File: src/rtl/link_stats_pkg.sv
// Shared constants and helpers for the link statistics histogram.
// CSR bit positions, clear-sequencer states and clog2.
package link_stats_pkg;

  localparam int CSR_CLR_BIT  = 31;
  localparam int CSR_DROP_BIT = 30;
  localparam int CSR_ADDR_LSB = 1;
  localparam int CSR_WSEL_BIT = 0;

  typedef enum logic [1:0] {
    ST_IDLE  = 2'd0,
    ST_DRAIN = 2'd1,
    ST_SWEEP = 2'd2
  } clr_state_t;

  function automatic int clog2(input int v);
    int r;
    r = 0;
    while ((1 << r) < v) r++;
    return r;
  endfunction

endpackage

File: src/rtl/link_stats_histogram_if.sv
// Event, CSR and readback signals of the link statistics histogram.
// The monitor side is the master, the histogram the slave.
interface link_stats_histogram_if #(
  parameter int NCHAN      = 5,
  parameter int CODE_WIDTH = 2
);
  logic [NCHAN-1:0]            evStrobe;
  logic [NCHAN*CODE_WIDTH-1:0] evCode;
  logic                        sysCsrStrobe;
  logic [31:0]                 GPIO_OUT;
  logic [31:0]                 sysValue;
  logic                        busy;

  modport master (
    output evStrobe, evCode, sysCsrStrobe, GPIO_OUT,
    input  sysValue, busy
  );

  modport slave (
    input  evStrobe, evCode, sysCsrStrobe, GPIO_OUT,
    output sysValue, busy
  );
endinterface

File: src/rtl/link_stats_dpram.sv
// Histogram bin storage: one write port, two synchronous read ports.
// Reads return the old word on a same-edge write.
module link_stats_dpram
  import link_stats_pkg::*;
#(
  parameter int AW = 5,
  parameter int DW = 48
) (
  input  logic          i_clk,
  input  logic          i_we,
  input  logic [AW-1:0] i_waddr,
  input  logic [DW-1:0] i_wdata,
  input  logic [AW-1:0] i_raddr_a,
  output logic [DW-1:0] o_rdata_a,
  input  logic [AW-1:0] i_raddr_b,
  output logic [DW-1:0] o_rdata_b
);
  logic [DW-1:0] r_mem [2**AW];

  always_ff @(posedge i_clk) begin
    if (i_we) r_mem[i_waddr] <= i_wdata;
    o_rdata_a <= r_mem[i_raddr_a];
    o_rdata_b <= r_mem[i_raddr_b];
  end
endmodule

File: src/rtl/link_stats_histogram.sv
// Per-channel event histogram: round-robin arbiter + 3-stage RMW.
// Define LINK_STATS_SATURATE_EN to make bins stick at all-ones.
module link_stats_histogram
  import link_stats_pkg::*;
#(
  parameter int NCHAN       = 5,
  parameter int CODE_WIDTH  = 2,
  parameter int COUNT_WIDTH = 48
) (
  input  logic sysClk,
  input  logic sysReset,
  link_stats_histogram_if.slave io
);
  localparam int CHW = (clog2(NCHAN) < 1) ? 1 : clog2(NCHAN);
  localparam int AW  = CHW + CODE_WIDTH;
  localparam int CW  = COUNT_WIDTH;

  typedef logic [AW-1:0] addr_t;
  typedef logic [CW-1:0] bin_t;

  clr_state_t r_state, w_state_nxt;
  addr_t      r_sweep;
  logic       w_busy, w_idle, w_clr_req, w_sweep_done;

  logic [NCHAN-1:0]                 w_stb, w_gnt_oh;
  logic [NCHAN-1:0]                 r_pend_v;
  logic [NCHAN-1:0][CODE_WIDTH-1:0] r_pend_code;
  logic [CHW-1:0]                   r_ptr, w_gnt_ch;
  logic [CODE_WIDTH-1:0]            w_gnt_code;
  logic                             w_gnt_v;
  addr_t                            w_gnt_addr;

  logic  r_s1_v, r_s2_v, r_s3_v;
  addr_t r_s1_addr, r_s2_addr, r_s3_addr;
  bin_t  r_s2_val, r_s3_val;
  bin_t  w_rdata, w_rdata_b, w_fwd, w_inc;

  logic        w_we;
  addr_t       w_waddr;
  bin_t        w_wdata;
  logic [15:0] r_drop, w_drop_nxt;
  logic [16:0] w_drop_sum;

  addr_t       r_rd_addr;
  logic        r_wsel, r_dsel;
  logic [31:0] r_value, w_value;
  logic        w_unused;

  assign w_stb        = io.evStrobe;
  assign w_busy       = (r_state == ST_SWEEP);
  assign w_idle       = (r_state == ST_IDLE);
  assign w_clr_req    = io.sysCsrStrobe & io.GPIO_OUT[CSR_CLR_BIT];
  assign w_sweep_done = w_busy && (r_sweep == '1);
  assign w_gnt_addr   = {w_gnt_ch, w_gnt_code};
  assign w_unused     = ^io.GPIO_OUT[29:AW+1];
  assign io.busy      = w_busy;
  assign io.sysValue  = r_value;

  always_comb begin
    w_state_nxt = r_state;
    unique case (r_state)
      ST_IDLE:  if (w_clr_req) w_state_nxt = ST_DRAIN;
      ST_DRAIN: if (!r_s1_v && !r_s2_v) w_state_nxt = ST_SWEEP;
      ST_SWEEP: if (r_sweep == '1) w_state_nxt = ST_IDLE;
      default:  w_state_nxt = ST_IDLE;
    endcase
  end

  // Reset lands in DRAIN so every reset release runs a full sweep.
  always_ff @(posedge sysClk or posedge sysReset) begin
    if (sysReset) begin
      r_state <= ST_DRAIN;
      r_sweep <= '0;
    end else begin
      r_state <= w_state_nxt;
      r_sweep <= w_busy ? r_sweep + 1'b1 : '0;
    end
  end

  always_comb begin
    w_gnt_v    = 1'b0;
    w_gnt_ch   = '0;
    w_gnt_code = '0;
    for (int i = 0; i < NCHAN; i++)
      if (!w_gnt_v && r_pend_v[i] && (CHW'(i) >= r_ptr)) begin
        w_gnt_v    = 1'b1;
        w_gnt_ch   = CHW'(i);
        w_gnt_code = r_pend_code[i];
      end
    for (int i = 0; i < NCHAN; i++)
      if (!w_gnt_v && r_pend_v[i]) begin
        w_gnt_v    = 1'b1;
        w_gnt_ch   = CHW'(i);
        w_gnt_code = r_pend_code[i];
      end
    if (!w_idle) w_gnt_v = 1'b0;
  end

  always_comb begin
    w_gnt_oh   = '0;
    w_drop_sum = {1'b0, r_drop};
    for (int i = 0; i < NCHAN; i++) begin
      w_gnt_oh[i] = w_gnt_v && (w_gnt_ch == CHW'(i));
      w_drop_sum  = w_drop_sum +
        17'(w_stb[i] & r_pend_v[i] & ~w_gnt_oh[i]);
    end
    w_drop_nxt = w_drop_sum[16] ? 16'hFFFF : w_drop_sum[15:0];
  end

  always_ff @(posedge sysClk or posedge sysReset) begin
    if (sysReset) begin
      r_pend_v    <= '0;
      r_pend_code <= '0;
      r_ptr       <= '0;
      r_drop      <= '0;
    end else begin
      for (int i = 0; i < NCHAN; i++) begin
        if (w_stb[i] && (!r_pend_v[i] || w_gnt_oh[i])) begin
          r_pend_v[i]    <= 1'b1;
          r_pend_code[i] <= io.evCode[i*CODE_WIDTH +: CODE_WIDTH];
        end else if (w_gnt_oh[i]) begin
          r_pend_v[i] <= 1'b0;
        end
      end
      if (w_gnt_v)
        r_ptr <= (w_gnt_ch == CHW'(NCHAN-1)) ? '0 : w_gnt_ch + 1'b1;
      r_drop <= w_sweep_done ? '0 : w_drop_nxt;
    end
  end

  // s2 is about to be written, s3 was written on the last edge.
  always_comb begin
    w_fwd = w_rdata;
    if (r_s3_v && (r_s3_addr == r_s1_addr)) w_fwd = r_s3_val;
    if (r_s2_v && (r_s2_addr == r_s1_addr)) w_fwd = r_s2_val;
`ifdef LINK_STATS_SATURATE_EN
    w_inc = (&w_fwd) ? w_fwd : w_fwd + bin_t'(1);
`else
    w_inc = w_fwd + bin_t'(1);
`endif
  end

  always_ff @(posedge sysClk or posedge sysReset) begin
    if (sysReset) begin
      r_s1_v    <= 1'b0;
      r_s2_v    <= 1'b0;
      r_s3_v    <= 1'b0;
      r_s1_addr <= '0;
      r_s2_addr <= '0;
      r_s3_addr <= '0;
      r_s2_val  <= '0;
      r_s3_val  <= '0;
    end else begin
      r_s1_v    <= w_gnt_v;
      r_s1_addr <= w_gnt_addr;
      r_s2_v    <= r_s1_v;
      r_s2_addr <= r_s1_addr;
      r_s2_val  <= w_inc;
      r_s3_v    <= r_s2_v;
      r_s3_addr <= r_s2_addr;
      r_s3_val  <= r_s2_val;
    end
  end

  assign w_we    = w_busy | r_s2_v;
  assign w_waddr = w_busy ? r_sweep : r_s2_addr;
  assign w_wdata = w_busy ? '0 : r_s2_val;

  link_stats_dpram #(.AW(AW), .DW(CW)) u_ram (
    .i_clk     (sysClk),
    .i_we      (w_we),
    .i_waddr   (w_waddr),
    .i_wdata   (w_wdata),
    .i_raddr_a (w_gnt_addr),
    .o_rdata_a (w_rdata),
    .i_raddr_b (r_rd_addr),
    .o_rdata_b (w_rdata_b)
  );

  always_comb begin
    w_value = w_rdata_b[31:0];
    if (r_wsel) w_value = 32'(w_rdata_b >> 32);
    if (int'(r_rd_addr[AW-1 -: CHW]) >= NCHAN) w_value = '0;
    if (r_dsel) w_value = {16'h0, r_drop};
  end

  always_ff @(posedge sysClk or posedge sysReset) begin
    if (sysReset) begin
      r_rd_addr <= '0;
      r_wsel    <= 1'b0;
      r_dsel    <= 1'b0;
      r_value   <= '0;
    end else begin
      if (io.sysCsrStrobe) begin
        r_rd_addr <= io.GPIO_OUT[CSR_ADDR_LSB +: AW];
        r_wsel    <= io.GPIO_OUT[CSR_WSEL_BIT];
        r_dsel    <= io.GPIO_OUT[CSR_DROP_BIT];
      end
      r_value <= w_value;
    end
  end
endmodule

File: src/flat_wrapper.sv
// flat-port wrapper written by rule: the top's interface ports become plain ports
module link_stats_histogram_flat import link_stats_pkg::*;
#(
  parameter int NCHAN       = 5,
  parameter int CODE_WIDTH  = 2,
  parameter int COUNT_WIDTH = 48
)
  (sysClk, sysReset, io_evStrobe, io_evCode, io_sysCsrStrobe, io_GPIO_OUT, io_sysValue, io_busy);
  link_stats_histogram_if #(.NCHAN(NCHAN), .CODE_WIDTH(CODE_WIDTH)) io_i ();
  input  logic sysClk;
  input  logic sysReset;
  input wire logic [$bits(io_i.evStrobe)-1:0] io_evStrobe;
  input wire logic [$bits(io_i.evCode)-1:0] io_evCode;
  input wire logic [$bits(io_i.sysCsrStrobe)-1:0] io_sysCsrStrobe;
  input wire logic [$bits(io_i.GPIO_OUT)-1:0] io_GPIO_OUT;
  output wire logic [$bits(io_i.sysValue)-1:0] io_sysValue;
  output wire logic [$bits(io_i.busy)-1:0] io_busy;
  assign io_i.evStrobe = io_evStrobe;
  assign io_i.evCode = io_evCode;
  assign io_i.sysCsrStrobe = io_sysCsrStrobe;
  assign io_i.GPIO_OUT = io_GPIO_OUT;
  assign io_sysValue = io_i.sysValue;
  assign io_busy = io_i.busy;
  link_stats_histogram #(.NCHAN(NCHAN), .CODE_WIDTH(CODE_WIDTH), .COUNT_WIDTH(COUNT_WIDTH)) u_core (.sysClk(sysClk), .sysReset(sysReset), .io(io_i));
endmodule
File: config.mk
export PLATFORM = sky130hd
export DESIGN_NAME = link_stats_histogram_flat
export DESIGN_NICKNAME = d
export VERILOG_FILES = /design/src/rtl/link_stats_pkg.sv /design/src/rtl/link_stats_histogram_if.sv /design/src/rtl/link_stats_dpram.sv /design/src/rtl/link_stats_histogram.sv /design/src/flat_wrapper.sv
export SDC_FILE = /design/constraint.sdc
export NUM_CORES = 2
export LEC_CHECK = 0
export BUFFER_PORTS_ARGS = -buffer_cell sky130_fd_sc_hd__buf_2
export CAP_MARGIN = 10
export CORE_ASPECT_RATIO = 0.7
export CORE_MARGIN = 2
export CORE_UTILIZATION = 42
export CTS_CLUSTER_DIAMETER = 30
export DETAILED_ROUTE_END_ITERATION = 16
export PLACE_DENSITY = 0.63
export SKIP_CTS_REPAIR_TIMING = 1
export SLEW_MARGIN = 30
export SYNTH_ARGS = -nofsm -noshare
export SYNTH_HDL_FRONTEND = slang
export SYNTH_HIERARCHICAL = 1
export SYNTH_SLANG_ARGS = --single-unit
export TNS_END_PERCENT = 10
File: constraint.sdc
create_clock -name sysClk -period 17.45 [get_ports sysClk]
set_input_delay 3.49 -clock sysClk [delete_from_list [all_inputs] [get_ports sysClk]]
set_output_delay 3.49 -clock sysClk [all_outputs]
set_load 0.03 [all_outputs]
==> impl_results.rst <==
.. list-table::
   :header-rows: 1

   * - Metric
     - Value
   * - Run status
     - complete, no violations
   * - H-tree depth reported by CTS
     - 5
   * - Clock share of power
     - 28.9%
   * - Met2 routed WL
     - 121000 um
   * - Final setup skew
     - 64.9 ps
   * - Distinct cell type count of the synthesized netlist
     - 85
   * - Fraction of layout cells with a size suffix above 1
     - 13.5%
   * - Nets in the synthesized netlist
     - 6195
   * - Maximum fanout along the worst path
     - 121
   * - Power density relative to cell area
     - 216 mW/mm2
   * - Number of maximum-capacitance violations
     - 0
   * - Relative slew slack
     - 28.0%
   * - Clock slew seen by the registers of the worst setup and hold paths
     - 50 ps
   * - Slowest-stage cell, CP
     - sky130_fd_sc_hd__buf_4
   * - Grt total ovfl
     - 0
   * - Yosys top cell area share
     - 54.3%
   * - Part of the Yosys area used for sequential elements
     - 62.2%
   * - Combinational share of power
     - 40.6%
   * - Worst-case vdd ir drop
     - 0.238 mV
   * - Summed negative setup slack over all endpoints
     - 0 ps
   * - Cell type with the highest aggregate area in the netlist
     - sky130_fd_sc_hd__edfxtp_1
   * - Number of setup violations in the final report
     - 0
   * - Cts bufs inserted
     - 306
   * - Cells after DPL
     - 8552
   * - Maximum clock insertion buffer count
     - 4
   * - Clock latency reported for the late side of the worst-skew pair
     - 850 ps
   * - Number of global-route vias before repair
     - 55532
   * - Sum of buffers and inverters on the critical path
     - 4
   * - Req. time, crit path
     - 18060 ps
   * - I/O Buffers
     - 58
   * - Worst Setup Path Type
     - reg2reg
   * - Sequential cell fraction of total power
     - 30.5%
   * - Stage delay of the slowest cell on the critical path
     - 840 ps
   * - Switching Share
     - 39.5%
   * - FILL cells
     - 17109
   * - Placed Instance Area
     - 0.0876 mm2
   * - Via density per instance
     - 6.24
   * - Final std cells w/o fill
     - 9115
   * - Global-route wire length before repair
     - 391000 um
   * - Starting utilization of the core area
     - 42.1%
   * - Primary flip-flop cell chosen by synthesis mapping
     - sky130_fd_sc_hd__edfxtp_1
   * - Tightest Pin Transition
     - 1080 ps
   * - Multi-input logic area
     - 0.0296 mm2
   * - Synth Instances
     - 6132
   * - Arrival time at the worst endpoint
     - 7480 ps
   * - Total routed wire length on the met1 layer
     - 116000 um
   * - DRC Markers
     - 0
   * - CP startpoint kind
     - flop
   * - Die H
     - 380 um
   * - Utilization of the core after routing
     - 48.7%
   * - Fin. max-slew vios
     - 0
   * - Met3 layer wire length in the routed design
     - 29300 um
   * - Clock tree root buffer cell
     - sky130_fd_sc_hd__clkbuf_16
   * - Final routed wirelength across all metal layers
     - 276000 um
   * - Most used cells in the layout excluding fill and tap cells
     - 1555 x sky130_fd_sc_hd__mux2i_1, 1536 x sky130_fd_sc_hd__edfxtp_1, 414 x sky130_fd_sc_hd__nand2_1
   * - Post-DRT Antenna Nets
     - 0
   * - Detailed placer's ending HPWL
     - 142000 um
   * - Vias after detailed routing
     - 56871
   * - Floorplan Core Area
     - 0.202 mm2
   * - Internal power summed over all cells
     - 12.8 mW
   * - Synthesized flop and latch total
     - 1826
   * - Count of final hold-check violations
     - 0
   * - Io pins
     - 83
   * - Shortest period the worst path allows
     - 6870 ps
   * - DIE WIDTH
     - 542 um
   * - Setup repair after global routing missed its margin
     - no
   * - Synthesis Warnings
     - 6
   * - Post-Syn Area
     - 0.0850 mm2
   * - Static leakage power
     - 35.7 nW
   * - Number of antenna violations at the first check in global routing
     - 4
   * - Number of rows in the core area
     - 138
   * - Avg WL per Cell
     - 30.3 um
   * - Cells traversed along the worst timing path
     - nor2b_1, o21ai_1, a31oi_1, or3_1, or3_1, a21oi_1, nor2_1, nor3_2, buf_4, buf_6, buf_12, buf_4, mux2i_1, a22o_1, nor3_1, a31oi_1, nand3_1
   * - Type of element capturing the critical path
     - flop
   * - RePlAce Congestion
     - 0.838
   * - Asr flop ratio synth
     - 10.6%
   * - Most common library cell in the layout ignoring fill and taps
     - sky130_fd_sc_hd__mux2i_1
   * - Initial DRC Count
     - 7728
   * - Cell types occupying the most area after synthesis
     - sky130_fd_sc_hd__edfxtp_1 54%, sky130_fd_sc_hd__mux2i_1 18%, sky130_fd_sc_hd__dfrtp_1 5.7%, sky130_fd_sc_hd__a22oi_1 2.6%, sky130_fd_sc_hd__dfxtp_1 2.3%
   * - Global router's overall resource usage
     - 26.0%
   * - Maximum number of pins on one net before global-route repair
     - 134
   * - Switching pwr
     - 8.38 mW
   * - First-pass iteration count of the detailed router
     - 6
   * - Share of the cycle needed by the critical path after routing
     - 39.4%
   * - Class of the most critical hold timing path
     - reg2reg
   * - Die area
     - 0.206 mm2
   * - Number of clock sinks
     - 1826
   * - Nets@finish
     - 6265
   * - Growth of design area from synthesis to finish
     - 15.6%
   * - Finished Cell Area
     - 0.0983 mm2
   * - Peak Freq
     - 0.146 GHz
   * - Dominant delay contributor by cell family on the critical path
     - buffers and inverters
   * - Sequential standard cell area
     - 0.0529 mm2
   * - Post-synth EDFFs
     - 1536
   * - Mean instance size in the synthesized netlist
     - 13.9 um2
   * - Top routing layer in use
     - met4
   * - TritonCTS clock tree
     - done
-- logic make-up (layout without fill, tap and decap cells) --
family                   after synthesis  in the layout  synth area share (%)
AO/OA/AOI/OAI                       1036           1036                  8.26
AND/OR/NAND/NOR                     1150           1150                  6.49
adder cells (fa/ha/maj)               13             13                 0.218
flip-flops                          1826           1826                  62.2
multiplexers                        1579           1579                  18.6
XOR/XNOR                              72             72                 0.751
buffers and inverters                456            777                  3.41
other                                  0              2                     0
-- cells in the mapped netlist, drive strengths merged (3+ instances only) --
master  instances
a211oi          5
a21oi         332
a22o          192
a22oi         291
a31oi         136
and2           75
and3           16
and4            4
buf           314
clkbuf        120
dfrtp         193
dfxtp          96
edfxtp       1536
fa              3
ha             10
inv            21
mux2           21
mux2i        1558
nand2         422
nand2b          8
nand3         332
nand3b         12
nand4          23
nand4b          3
nor2           94
nor2b           6
nor3          128
nor4            5
o211ai          4
o21ai          51
or2             4
or3             6
or3b            3
xnor2          48
xor2           24
-- power groups by stage --
stage,logic (mW),registers [mW],clock network [mW]
5_1_grt,9.00,6.51,6.39
6_report,8.62,6.46,6.14
3_3_place_gp,8.26,6.52,0
3_5_place_dp,8.36,6.54,0
4_1_cts,8.39,6.47,6.20
2_1_floorplan,5.94,6.40,0
-- registers in the layout, indices dropped and copies added (netlist names), 2 cells and up --
name / count
u_core/r_drop: 16
u_core/r_ptr: 3
u_core/u_ram/r_mem: 1536
u_core/r_s2_addr: 5
u_core/u_ram/o_rdata_a: 48
u_core/r_s1_addr: 5
u_core/r_sweep: 5
u_core/io.sysValue: 32
u_core/r_s3_addr: 5
u_core/r_rd_addr: 5
u_core/r_pend_code: 10
u_core/r_pend_v: 5
u_core/u_ram/o_rdata_b: 48
u_core/r_state: 2
u_core/r_s2_val: 48
u_core/r_s3_val: 48
-- through the flow --
| stage | hold slack (ps) | setup WS (ps) | total power, mW |
|---|---|---|---|
| global route | 408 | 10300 | 21.9 |
| global placement | 373 | 10600 | 14.8 |
| CTS | 394 | 10550 | 21.1 |
| floorplan | 362 | 8680 | 12.3 |
| detailed placement | 382 | 10600 | 14.9 |
| finish | 391 | 10580 | 21.2 |
-- final timing paths --
kind | to | depth (start not counted) | slack, ps | start
min in group asynchronous | u_core/io.sysValue[15]$_DFF_PP0_ | 2 | 2720 | sysReset
worst max register to register | u_core/u_ram/o_rdata_a[8]$_DFF_P_ | 17 | 10580 | u_core/r_pend_v[0]$_DFFE_PP0P_
max in group asynchronous | u_core/r_s3_val[36]$_DFF_PP0_ | 4 | 12760 | sysReset
worst min register to register | u_core/r_s3_val[40]$_DFF_PP0_ | 0 | 390 | u_core/r_s2_val[40]$_DFF_PP0_
worst max-delay path | u_core/u_ram/o_rdata_a[8]$_DFF_P_ | 17 | 10580 | u_core/r_pend_v[0]$_DFFE_PP0P_
worst min-delay path | u_core/r_s3_val[40]$_DFF_PP0_ | 0 | 390 | u_core/r_s2_val[40]$_DFF_PP0_
-- layer usage --
layer  track usage (%)  vias up
met5                 0        -
met4              9.27        0
met3              5.60      618
met2              39.0     3288
met1              37.0    28939
li1                  -    24026
-- area by class of cell --
| type | count | area share (%) |
|---|---|---|
| diodes | 2 | 0.00509 |
| clock buffers | 365 | 8.39 |
| well taps | 2660 | 3.39 |
| repair buffers | 196 | 1.79 |
| multi-input cells | 3850 | 30.2 |
| inverters | 22 | 0.0917 |
| flip-flops and latches | 1826 | 53.8 |
| clock inverters | 194 | 2.34 |
(Power assumes the default switching activity.)
